$ cat src/rtl/mips_pkg.sv
`default_nettype none
// ============================================================================
//  Module      : mips_pkg
//  Description : Shared encodings for the multicycle MIPS control path:
//                opcodes, funct codes, ALU controls, mux selects, FSM states.
//  Revision    : 1.0 - initial release
// ============================================================================
package mips_pkg;

    // Opcodes (instr[31:26])
    localparam logic [5:0] c_op_rtype = 6'b000000;
    localparam logic [5:0] c_op_lw    = 6'b100011;
    localparam logic [5:0] c_op_sw    = 6'b101011;
    localparam logic [5:0] c_op_beq   = 6'b000100;
    localparam logic [5:0] c_op_addi  = 6'b001000;
    localparam logic [5:0] c_op_j     = 6'b000010;

    // R-type funct codes (instr[5:0])
    localparam logic [5:0] c_funct_add = 6'b100000;
    localparam logic [5:0] c_funct_sub = 6'b100010;
    localparam logic [5:0] c_funct_and = 6'b100100;
    localparam logic [5:0] c_funct_or  = 6'b100101;
    localparam logic [5:0] c_funct_slt = 6'b101010;

    // ALU control encodings
    localparam logic [2:0] c_alu_add = 3'b010;
    localparam logic [2:0] c_alu_sub = 3'b110;
    localparam logic [2:0] c_alu_and = 3'b000;
    localparam logic [2:0] c_alu_or  = 3'b001;
    localparam logic [2:0] c_alu_slt = 3'b111;

    // ALU operand B select
    localparam logic [1:0] c_srcb_reg    = 2'b00;
    localparam logic [1:0] c_srcb_four   = 2'b01;
    localparam logic [1:0] c_srcb_imm    = 2'b10;
    localparam logic [1:0] c_srcb_imm_sh = 2'b11;

    // PC source select
    localparam logic [1:0] c_pcsrc_alu    = 2'b00;
    localparam logic [1:0] c_pcsrc_aluout = 2'b01;
    localparam logic [1:0] c_pcsrc_jump   = 2'b10;

    // FSM states; values are visible on state_dbg and must not change
    typedef enum logic [3:0] {
        ST_FETCH  = 4'd0,
        ST_DECODE = 4'd1,
        ST_MEMADR = 4'd2,
        ST_MEMRD  = 4'd3,
        ST_MEMWB  = 4'd4,
        ST_MEMWR  = 4'd5,
        ST_EXEC   = 4'd6,
        ST_ALUWB  = 4'd7,
        ST_BRANCH = 4'd8,
        ST_ADDIEX = 4'd9,
        ST_ADDIWB = 4'd10,
        ST_JUMP   = 4'd11,
        ST_TRAP   = 4'd12
    } state_e;

endpackage : mips_pkg
`default_nettype wire

$ cat src/rtl/mips_multicycle_ctrl_alu_decoder.sv
`default_nettype none
// ============================================================================
//  Module      : alu_decoder
//  Description : Maps an R-type funct field to an ALU control code and flags
//                funct values that the datapath does not implement.
//  Revision    : 1.0 - initial release
// ============================================================================
module alu_decoder
    import mips_pkg::*;
(
    input  logic [5:0] funct,
    output logic [2:0] alu_control,
    output logic       funct_valid
);

    // Funct lookup; unknown codes report invalid and fall back to add
    always_comb begin
        alu_control = c_alu_add;
        funct_valid = 1'b1;
        case (funct)
            c_funct_add: alu_control = c_alu_add;
            c_funct_sub: alu_control = c_alu_sub;
            c_funct_and: alu_control = c_alu_and;
            c_funct_or:  alu_control = c_alu_or;
            c_funct_slt: alu_control = c_alu_slt;
            default:     funct_valid = 1'b0;
        endcase
    end

endmodule : alu_decoder
`default_nettype wire

$ cat src/rtl/mips_multicycle_ctrl.sv
`default_nettype none
// ============================================================================
//  Module      : mips_multicycle_ctrl
//  Description : Moore control FSM for a multicycle MIPS datapath with a
//                single shared instruction/data memory port and a ready
//                handshake on every memory step.
//  Revision    : 1.0 - initial release
// ============================================================================
module mips_multicycle_ctrl
    import mips_pkg::*;
#(
    parameter bit ILLEGAL_HALT = 1'b1,
    parameter int STATE_W      = 4
) (
    input  logic               clk,
    input  logic               reset,
    input  logic [5:0]         op,
    input  logic [5:0]         funct,
    input  logic               zero,
    input  logic               mem_ready,
    output logic               mem_req,
    output logic               mem_write,
    output logic               iord,
    output logic               ir_write,
    output logic               reg_dst,
    output logic               mem_to_reg,
    output logic               reg_write,
    output logic               alu_src_a,
    output logic [1:0]         alu_src_b,
    output logic [2:0]         alu_control,
    output logic [1:0]         pc_src,
    output logic               pc_en,
    output logic               illegal,
    output logic [STATE_W-1:0] state_dbg
);

    state_e     state_q;
    state_e     state_d;
    logic       illegal_q;
    logic       illegal_d;
    logic [2:0] w_funct_alu;
    logic       w_funct_valid;

    alu_decoder u_alu_decoder (
        .funct       (funct),
        .alu_control (w_funct_alu),
        .funct_valid (w_funct_valid)
    );

    // State and sticky illegal flag; reset aborts any instruction in flight
    always_ff @(posedge clk) begin
        if (reset) begin
            state_q   <= ST_FETCH;
            illegal_q <= 1'b0;
        end else begin
            state_q   <= state_d;
            illegal_q <= illegal_d;
        end
    end

    // Next-state and Moore outputs; only FETCH/MEMRD/MEMWR exits and pc_en/ir_write see mem_ready or zero
    always_comb begin
        state_d     = state_q;
        illegal_d   = illegal_q;
        mem_req     = 1'b0;
        mem_write   = 1'b0;
        iord        = 1'b0;
        ir_write    = 1'b0;
        reg_dst     = 1'b0;
        mem_to_reg  = 1'b0;
        reg_write   = 1'b0;
        alu_src_a   = 1'b0;
        alu_src_b   = c_srcb_reg;
        alu_control = c_alu_and;
        pc_src      = c_pcsrc_alu;
        pc_en       = 1'b0;

        case (state_q)
            ST_FETCH: begin
                mem_req     = 1'b1;
                alu_src_b   = c_srcb_four;
                alu_control = c_alu_add;
                if (mem_ready) begin
                    ir_write = 1'b1;
                    pc_en    = 1'b1;
                    state_d  = ST_DECODE;
                end
            end
            ST_DECODE: begin
                // Branch target is precomputed into ALUOut here
                alu_src_b   = c_srcb_imm_sh;
                alu_control = c_alu_add;
                case (op)
                    c_op_lw, c_op_sw: state_d = ST_MEMADR;
                    c_op_beq:         state_d = ST_BRANCH;
                    c_op_addi:        state_d = ST_ADDIEX;
                    c_op_j:           state_d = ST_JUMP;
                    c_op_rtype: begin
                        if (w_funct_valid) begin
                            state_d = ST_EXEC;
                        end else begin
                            illegal_d = 1'b1;
                            state_d   = ILLEGAL_HALT ? ST_TRAP : ST_FETCH;
                        end
                    end
                    default: begin
                        illegal_d = 1'b1;
                        state_d   = ILLEGAL_HALT ? ST_TRAP : ST_FETCH;
                    end
                endcase
            end
            ST_MEMADR: begin
                alu_src_a   = 1'b1;
                alu_src_b   = c_srcb_imm;
                alu_control = c_alu_add;
                state_d     = (op == c_op_lw) ? ST_MEMRD : ST_MEMWR;
            end
            ST_MEMRD: begin
                mem_req = 1'b1;
                iord    = 1'b1;
                if (mem_ready) state_d = ST_MEMWB;
            end
            ST_MEMWB: begin
                reg_write  = 1'b1;
                mem_to_reg = 1'b1;
                state_d    = ST_FETCH;
            end
            ST_MEMWR: begin
                mem_req   = 1'b1;
                mem_write = 1'b1;
                iord      = 1'b1;
                if (mem_ready) state_d = ST_FETCH;
            end
            ST_EXEC: begin
                alu_src_a   = 1'b1;
                alu_control = w_funct_alu;
                state_d     = ST_ALUWB;
            end
            ST_ALUWB: begin
                reg_write = 1'b1;
                reg_dst   = 1'b1;
                state_d   = ST_FETCH;
            end
            ST_BRANCH: begin
                alu_src_a   = 1'b1;
                alu_control = c_alu_sub;
                pc_src      = c_pcsrc_aluout;
                pc_en       = zero;
                state_d     = ST_FETCH;
            end
            ST_ADDIEX: begin
                alu_src_a   = 1'b1;
                alu_src_b   = c_srcb_imm;
                alu_control = c_alu_add;
                state_d     = ST_ADDIWB;
            end
            ST_ADDIWB: begin
                reg_write = 1'b1;
                state_d   = ST_FETCH;
            end
            ST_JUMP: begin
                pc_src  = c_pcsrc_jump;
                pc_en   = 1'b1;
                state_d = ST_FETCH;
            end
            ST_TRAP: begin
                state_d = ST_TRAP;
            end
            default: begin
                state_d = ST_FETCH;
            end
        endcase

        // Reset silences every control so no write leaks out of an aborted step
        if (reset) begin
            state_d     = ST_FETCH;
            illegal_d   = 1'b0;
            mem_req     = 1'b0;
            mem_write   = 1'b0;
            iord        = 1'b0;
            ir_write    = 1'b0;
            reg_dst     = 1'b0;
            mem_to_reg  = 1'b0;
            reg_write   = 1'b0;
            alu_src_a   = 1'b0;
            alu_src_b   = 2'b00;
            alu_control = 3'b000;
            pc_src      = 2'b00;
            pc_en       = 1'b0;
        end
    end

    // Debug view of the state register and the gated sticky flag
    always_comb begin
        state_dbg = STATE_W'(state_q);
        illegal   = illegal_q & ~reset;
    end

endmodule : mips_multicycle_ctrl
`default_nettype wire

$ cat config.mk
export PLATFORM = sky130hd
export DESIGN_NAME = mips_multicycle_ctrl
export DESIGN_NICKNAME = d
export VERILOG_FILES = /design/src/rtl/mips_pkg.sv /design/src/rtl/mips_multicycle_ctrl_alu_decoder.sv /design/src/rtl/mips_multicycle_ctrl.sv
export SDC_FILE = /design/constraint.sdc
export NUM_CORES = 1
export LEC_CHECK = 0
export ABC_AREA = 1
export CAP_MARGIN = 25
export CORE_MARGIN = 5
export CORE_UTILIZATION = 39
export CTS_CLUSTER_SIZE = 10
export DETAILED_ROUTE_END_ITERATION = 16
export GPL_TIMING_DRIVEN = 0
export HOLD_SLACK_MARGIN = 0.12
export PLACE_DENSITY = 0.8
export SYNTH_ARGS = -nofsm -noshare
export SYNTH_HDL_FRONTEND = slang
export SYNTH_SLANG_ARGS = --single-unit
$ cat constraint.sdc
create_clock -name clk -period 1.4 [get_ports clk]
set_input_delay 0.14 -clock clk [delete_from_list [all_inputs] [get_ports clk]]
set_output_delay 0.14 -clock clk [all_outputs]
set_load 0.02 [all_outputs]
Word-level counts from Yosys, hierarchy flattened
Cells that the tools add are included.

storage, ports and cells
  bits in writable memories = 0
  bits in latches = 0
  word-level logic and storage cells = 80
  memories kept = 0
  ROM bits = 0
  input bits = 16
  flip-flop bits (word level) = 5

cells by class
  order comparisons = 0
  multiply operators = 0
  add/sub/neg operators = 0
  shifts and indexed selects = 0
  reduce and logical (&&, ||, !) cells = 13
  eq/ne operators = 26
  div/mod/pow operators = 0
  bitwise logic cells = 3
  mux-type cells = 36

operators by type and width
  operator                                                          number
  6-bit == test (second input constant)                             7
  4-bit one-hot mux with 8 select lines                             1
  4-bit == test (second input constant)                             5
  1-bit 2-to-1 mux                                                  20
  4-bit one-hot mux with 5 select lines                             1
  4-bit by 3-bit == test with 1-bit output (second input constant)  4
  4-bit 2-to-1 mux                                                  4
  3-bit one-hot mux with 4 select lines                             1
  5-bit OR reduction                                                2
  3-bit one-hot mux with 3 select lines                             1
  4-bit by 2-bit == test with 1-bit output (second input constant)  2
  2-bit inequality test (second input constant)                     4
  4-bit OR reduction                                                2
  6-bit by 2-bit == test with 1-bit output (second input constant)  1
  6-bit by 3-bit == test with 1-bit output (second input constant)  1
  6-bit by 4-bit == test with 1-bit output (second input constant)  1
  6-bit zero test                                                   1
  3-bit 2-to-1 mux                                                  2
  2-bit one-hot mux with 3 select lines                             1
  3-bit AND reduction                                               2
  2-bit OR reduction                                                3
  3-bit OR reduction                                                2
  4-bit by 1-bit == test with 1-bit output (second input constant)  1
  4-bit zero test                                                   1
  6 further kinds                                                   8

Longest topological paths before layout
  depth after elaboration = 6
  gate-level depth with buffers = 11
  depth with buffers taken out = 11

Hierarchy
A second synthesis with hierarchy kept.

second synthesis, totals
  cells, all modules = 146
  area, all modules = 747.0 sq um

by module, submodules not included
  module                area each (sq um)  instances  cells each
  mips_multicycle_ctrl  628.1              1          118
  alu_decoder           118.9              1          28

Worst setup path before layout
OpenSTA, ideal clock, no wires.

  kind = register -> output
  start point = register state_q[2] (netlist: state_dbg[2])
  end point = output port alu_control[0]
  setup slack = -151 ps
  required time = 1260 ps
  cell stages (with the launch flop) = 5
  arrival = 1411 ps
  cells stage by stage = dfxtp_1 -> inv_2 -> nor2_4 -> nand3_1 -> a211oi_1

on the way
  word-level cells in the longest chain between the ends = 4
  elaborated cells between the ends (all ways) = 9
  those cells by class = 5 x eq/ne; 2 x mux; 2 x reduce/logical

ends and longest elaborated chain
  item                                                                    line                         text
  start, declared                                                         mips_multicycle_ctrl.sv:37   state_e state_q;
  start signal, assigned                                                  mips_multicycle_ctrl.sv:56   state_q <= state_d;
  4-bit by 1-bit == test with 1-bit output, or another cell as far along  mips_multicycle_ctrl.sv:78   case (state_q)
  4-bit OR reduction (no source line)                                     --
  3-bit one-hot mux with 3 select lines (*)                               mips_multicycle_ctrl.sv:78
  3-bit 2-to-1 mux (*)                                                    mips_multicycle_ctrl.sv:175  if (reset) begin
  end, declared                                                           mips_multicycle_ctrl.sv:30   output logic [2:0] alu_control,

Every way passes the cells marked *; elsewhere a longest branch is shown, timed or not.

Worst setup path in the final report
  start point = register state_q[0] (netlist: state_dbg[0])
  end point = output port alu_src_a

on the way
  word-level cells in the longest chain between the ends = 4
  elaborated cells between the ends (all ways) = 7
  those cells by class = 4 x eq/ne; 2 x mux; 1 x reduce/logical

ends and longest elaborated chain
  item                                         line                         text
  4-bit == test, or another cell as far along  mips_multicycle_ctrl.sv:78
  4-bit OR reduction (no source line) (*)      --
  1-bit 2-to-1 mux (*)                         mips_multicycle_ctrl.sv:78
  1-bit 2-to-1 mux (*)                         mips_multicycle_ctrl.sv:175
  end, declared                                mips_multicycle_ctrl.sv:28   output logic alu_src_a,

Marks and branches as above.

==> impl_metrics.csv <==
group,metric,value,unit
synthesis,syn_avg_cell_area,5.180,sq um
cts,cts-root-buf,"clkbuf_4",
worst_setup_path,crit_path_max_fanout,5,
synthesis,ys_seq_area_frac,0.1421,
power_and_ir_drop,pwr-share-seq,0.186,
global_route,grt_start_max_net_pins,11,
cts,h-tree-depth,1,
cts,clkSinkCount,5,
power_and_ir_drop,p_int,0.0007443,W
power_and_ir_drop,power.density,1232,nW/um^2
power_and_ir_drop,combPwrFrac,0.712,
synthesis,synth_cell_types,22,
cts,worstSkewPairLatency,230,ps
cts,cts_made_buffers,3,
layout,diodes,0,
die,die-area,2756,sq um
timing,hold_viol,0,
die,die_y,52.50,um
timing,worst_hold_slack,480.3,ps
run_status,status,"finished with violations",
global_route,grt.total_usage,0.1812,
detailed_routing,wl_per_cell,12.54,um
worst_setup_path,critPathRequiredTime,1260,ps
timing,period_needed,1526,ps
cts,cts_hold_buf,0,
layout,post-route-util,0.7261,
timing,skew,0.1635,ps
power_and_ir_drop,leakage,0.6200,nW
place,port_buffers,36,
global_route,grt_overflow,0,
power_and_ir_drop,clock_power_share,0.102,
timing,rsz0062_at_grt,"true",
detailed_routing,vias_per_cell,5.015,
timing,finalMaxSlewViolations,0,
timing,worst_slew_pin_slew,236.2,ps
timing,fmax,655.3,MHz
detailed_routing,firstDrtPassIters,4,
timing,setup_tns,-394.8,ps
synthesis,syn_area,704.4,sq um
power_and_ir_drop,switchingPower,0.0008002,W
timing,finalSetupViolations,7,
place,dp_slack,-891.8,ps
run_status,failed_checks,"setup timing",
worst_setup_path,slowest_stage,"dfxtp_2",
cts,cts_tree,"built",
die,start_util,0.4080,
worst_setup_path,worstSetupEndpointType,"output pin",
cts,clk_pin_slew,40,ps
worst_setup_path,arrival,1390,ps
power_and_ir_drop,swShare,0.5181,
global_route,antenna_found_initial,0,
layout,nets,196,
worst_setup_path,path_cells,"inv_4 -> nor2_1 -> nand2_1 -> nand2_2 -> nor2_2 -> a21oi_2 -> buf_4",
synthesis,syn_nets,152,
place,place_hpwl,1828,um
die,rows,15,
layout,drive_above_1_share,0.3799,
worst_setup_path,startpoint_type,"flip-flop",
die,chipWidth,52.50,um
timing,post-route-period-util,1.090,
die,io_pins,37,
synthesis,syn_inst,136,
global_route,grt_pass1_wl,3898,um
detailed_routing,drc,0,
global_route,grt_pass1_vias,963,
layout,final_cell_mix,"24 x nand2_1, 21 x nor2_1",
worst_setup_path,max_stage_delay,400,ps
worst_setup_path,path_buf_inv,2,
synthesis,ys_ff_latch,5,
detailed_routing,vias,1023,
die,core-area,1727,sq um
power_and_ir_drop,ir_drop,0.001012,V
detailed_routing,drt_wl_total,2559,um
place,dp.cells,197,
layout,mostFrequentLayoutCell,"nand2_1",
place,place_congestion,0.8392,
cts,clockBufferDepth,2,
synthesis,yosys_warnings,0,
timing,slew_headroom,0.8426,
timing,fin_ws,-126.0,ps
detailed_routing,ant_nets,0,
worst_hold_path,hold_path_class,"reg2reg",
worst_setup_path,critical_path_class,"reg2out",
layout,layoutNonFillerInstCount,204,
detailed_routing,drtIter0Drc,28,
worst_setup_path,cpLargestDelayFamily,"simple AND/OR/NAND/NOR gates",
layout,syn_to_final_growth,77.97,%
job,maxCapViolations,0,
==> power groups by stage <==
stage / Clock (W) / Sequential [W] / Combinational [W]
6_report: 0.000158 / 0.000287 / 0.00110
2_1_floorplan: 0 / 0.000291 / 0.000613
3_3_place_gp: 0 / 0.000256 / 0.00101
5_1_grt: 0.000186 / 0.000296 / 0.00119
4_1_cts: 0.000167 / 0.000281 / 0.00104
3_5_place_dp: 0 / 0.000255 / 0.00102
==> path summary, 6_finish.rpt <==
| path | endpoint | from | cells past startpoint | slack, ps |
|---|---|---|---|---|
| setup reg to reg | state_dbg[1] | state_dbg[0] | 10 | 90 |
| setup / recovery | alu_src_a | state_dbg[0] | 7 | -130 |
| hold reg to reg | illegal_q | illegal_q | 2 | 480 |
| hold / removal | illegal_q | illegal_q | 2 | 480 |
==> tightest hold or removal path: stages, from the launching register on <==
cell	delay (ps)
dfxtp_1	290
inv_1	70
a21oi_1	70
==> logic make-up (layout without fill, tap and decap cells) <==
group | Yosys count | after routing | share of synthesized area
compound gates | 16 | 16 | 0.1332
simple gates | 90 | 90 | 0.5862
buf+inv | 25 | 68 | 0.1386
flops | 5 | 5 | 0.1421
==> layer usage <==
| layer | global-route usage | vias up | part of all wire |
|---|---|---|---|
| met5 | 0 | - | 0 |
| met4 | 0.06383 | 0 | 0.0035 |
| met3 | 0.008547 | 2 | 0.058 |
| met2 | 0.3223 | 37 | 0.51 |
| met1 | 0.2279 | 457 | 0.42 |
| li1 | - | 527 | - |
==> layout make-up <==
cell class              instances  area (sq um)
plain buffers                   3         40.04
clock buffers                   4         26.28
fillers                       169         473.0
inverters                      22         85.08
multi-input cells             106         614.3
flip-flops and latches          5         110.1
well taps                      25         31.28
repair buffers                 39         346.6
==> flip-flops by register name (all words and copies together) (netlist names) <==
register	count
illegal_q	1
state_dbg	4
==> what timing repair did <==
action / 4_1_cts / 5_1_grt
cloned: 0 / 0
gates resized for setup: 110 / 22
buffers inserted: 2 / 1
pin swaps: 5 / 6
setup endpoints to repair: 20 / 23
==> cells in the mapped netlist <==
cell,n,area [sq um]
nand2_1,32,120.1
nor2_1,28,105.1
inv_1,20,75.07
nand3_1,18,90.09
a21oi_1,9,45.04
dfxtp_1,5,100.1
a31oi_1,3,18.77
clkbuf_1,2,7.510
inv_2,2,7.510
nand2_2,2,12.51
nand4_1,2,12.51
nor2_4,2,22.52
nor3_1,2,10.01
a211oi_1,1,7.510
a21oi_2,1,8.760
buf_4,1,7.510
nand3_2,1,10.01
nand3b_1,1,7.510
nor2_2,1,6.260
nor3_4,1,16.27
o21a_1,1,7.510
o22ai_1,1,6.260
==> through the flow <==
stage               instance area [sq um]   power, W
global route                         1254   0.001669
finish                               1254   0.001544
detailed placement                   1125   0.001278
global placement                     1125   0.001269
floorplan                           733.2  0.0009033
CTS                                  1187   0.001483
Note: power is estimated with default switching activity, not from simulation.
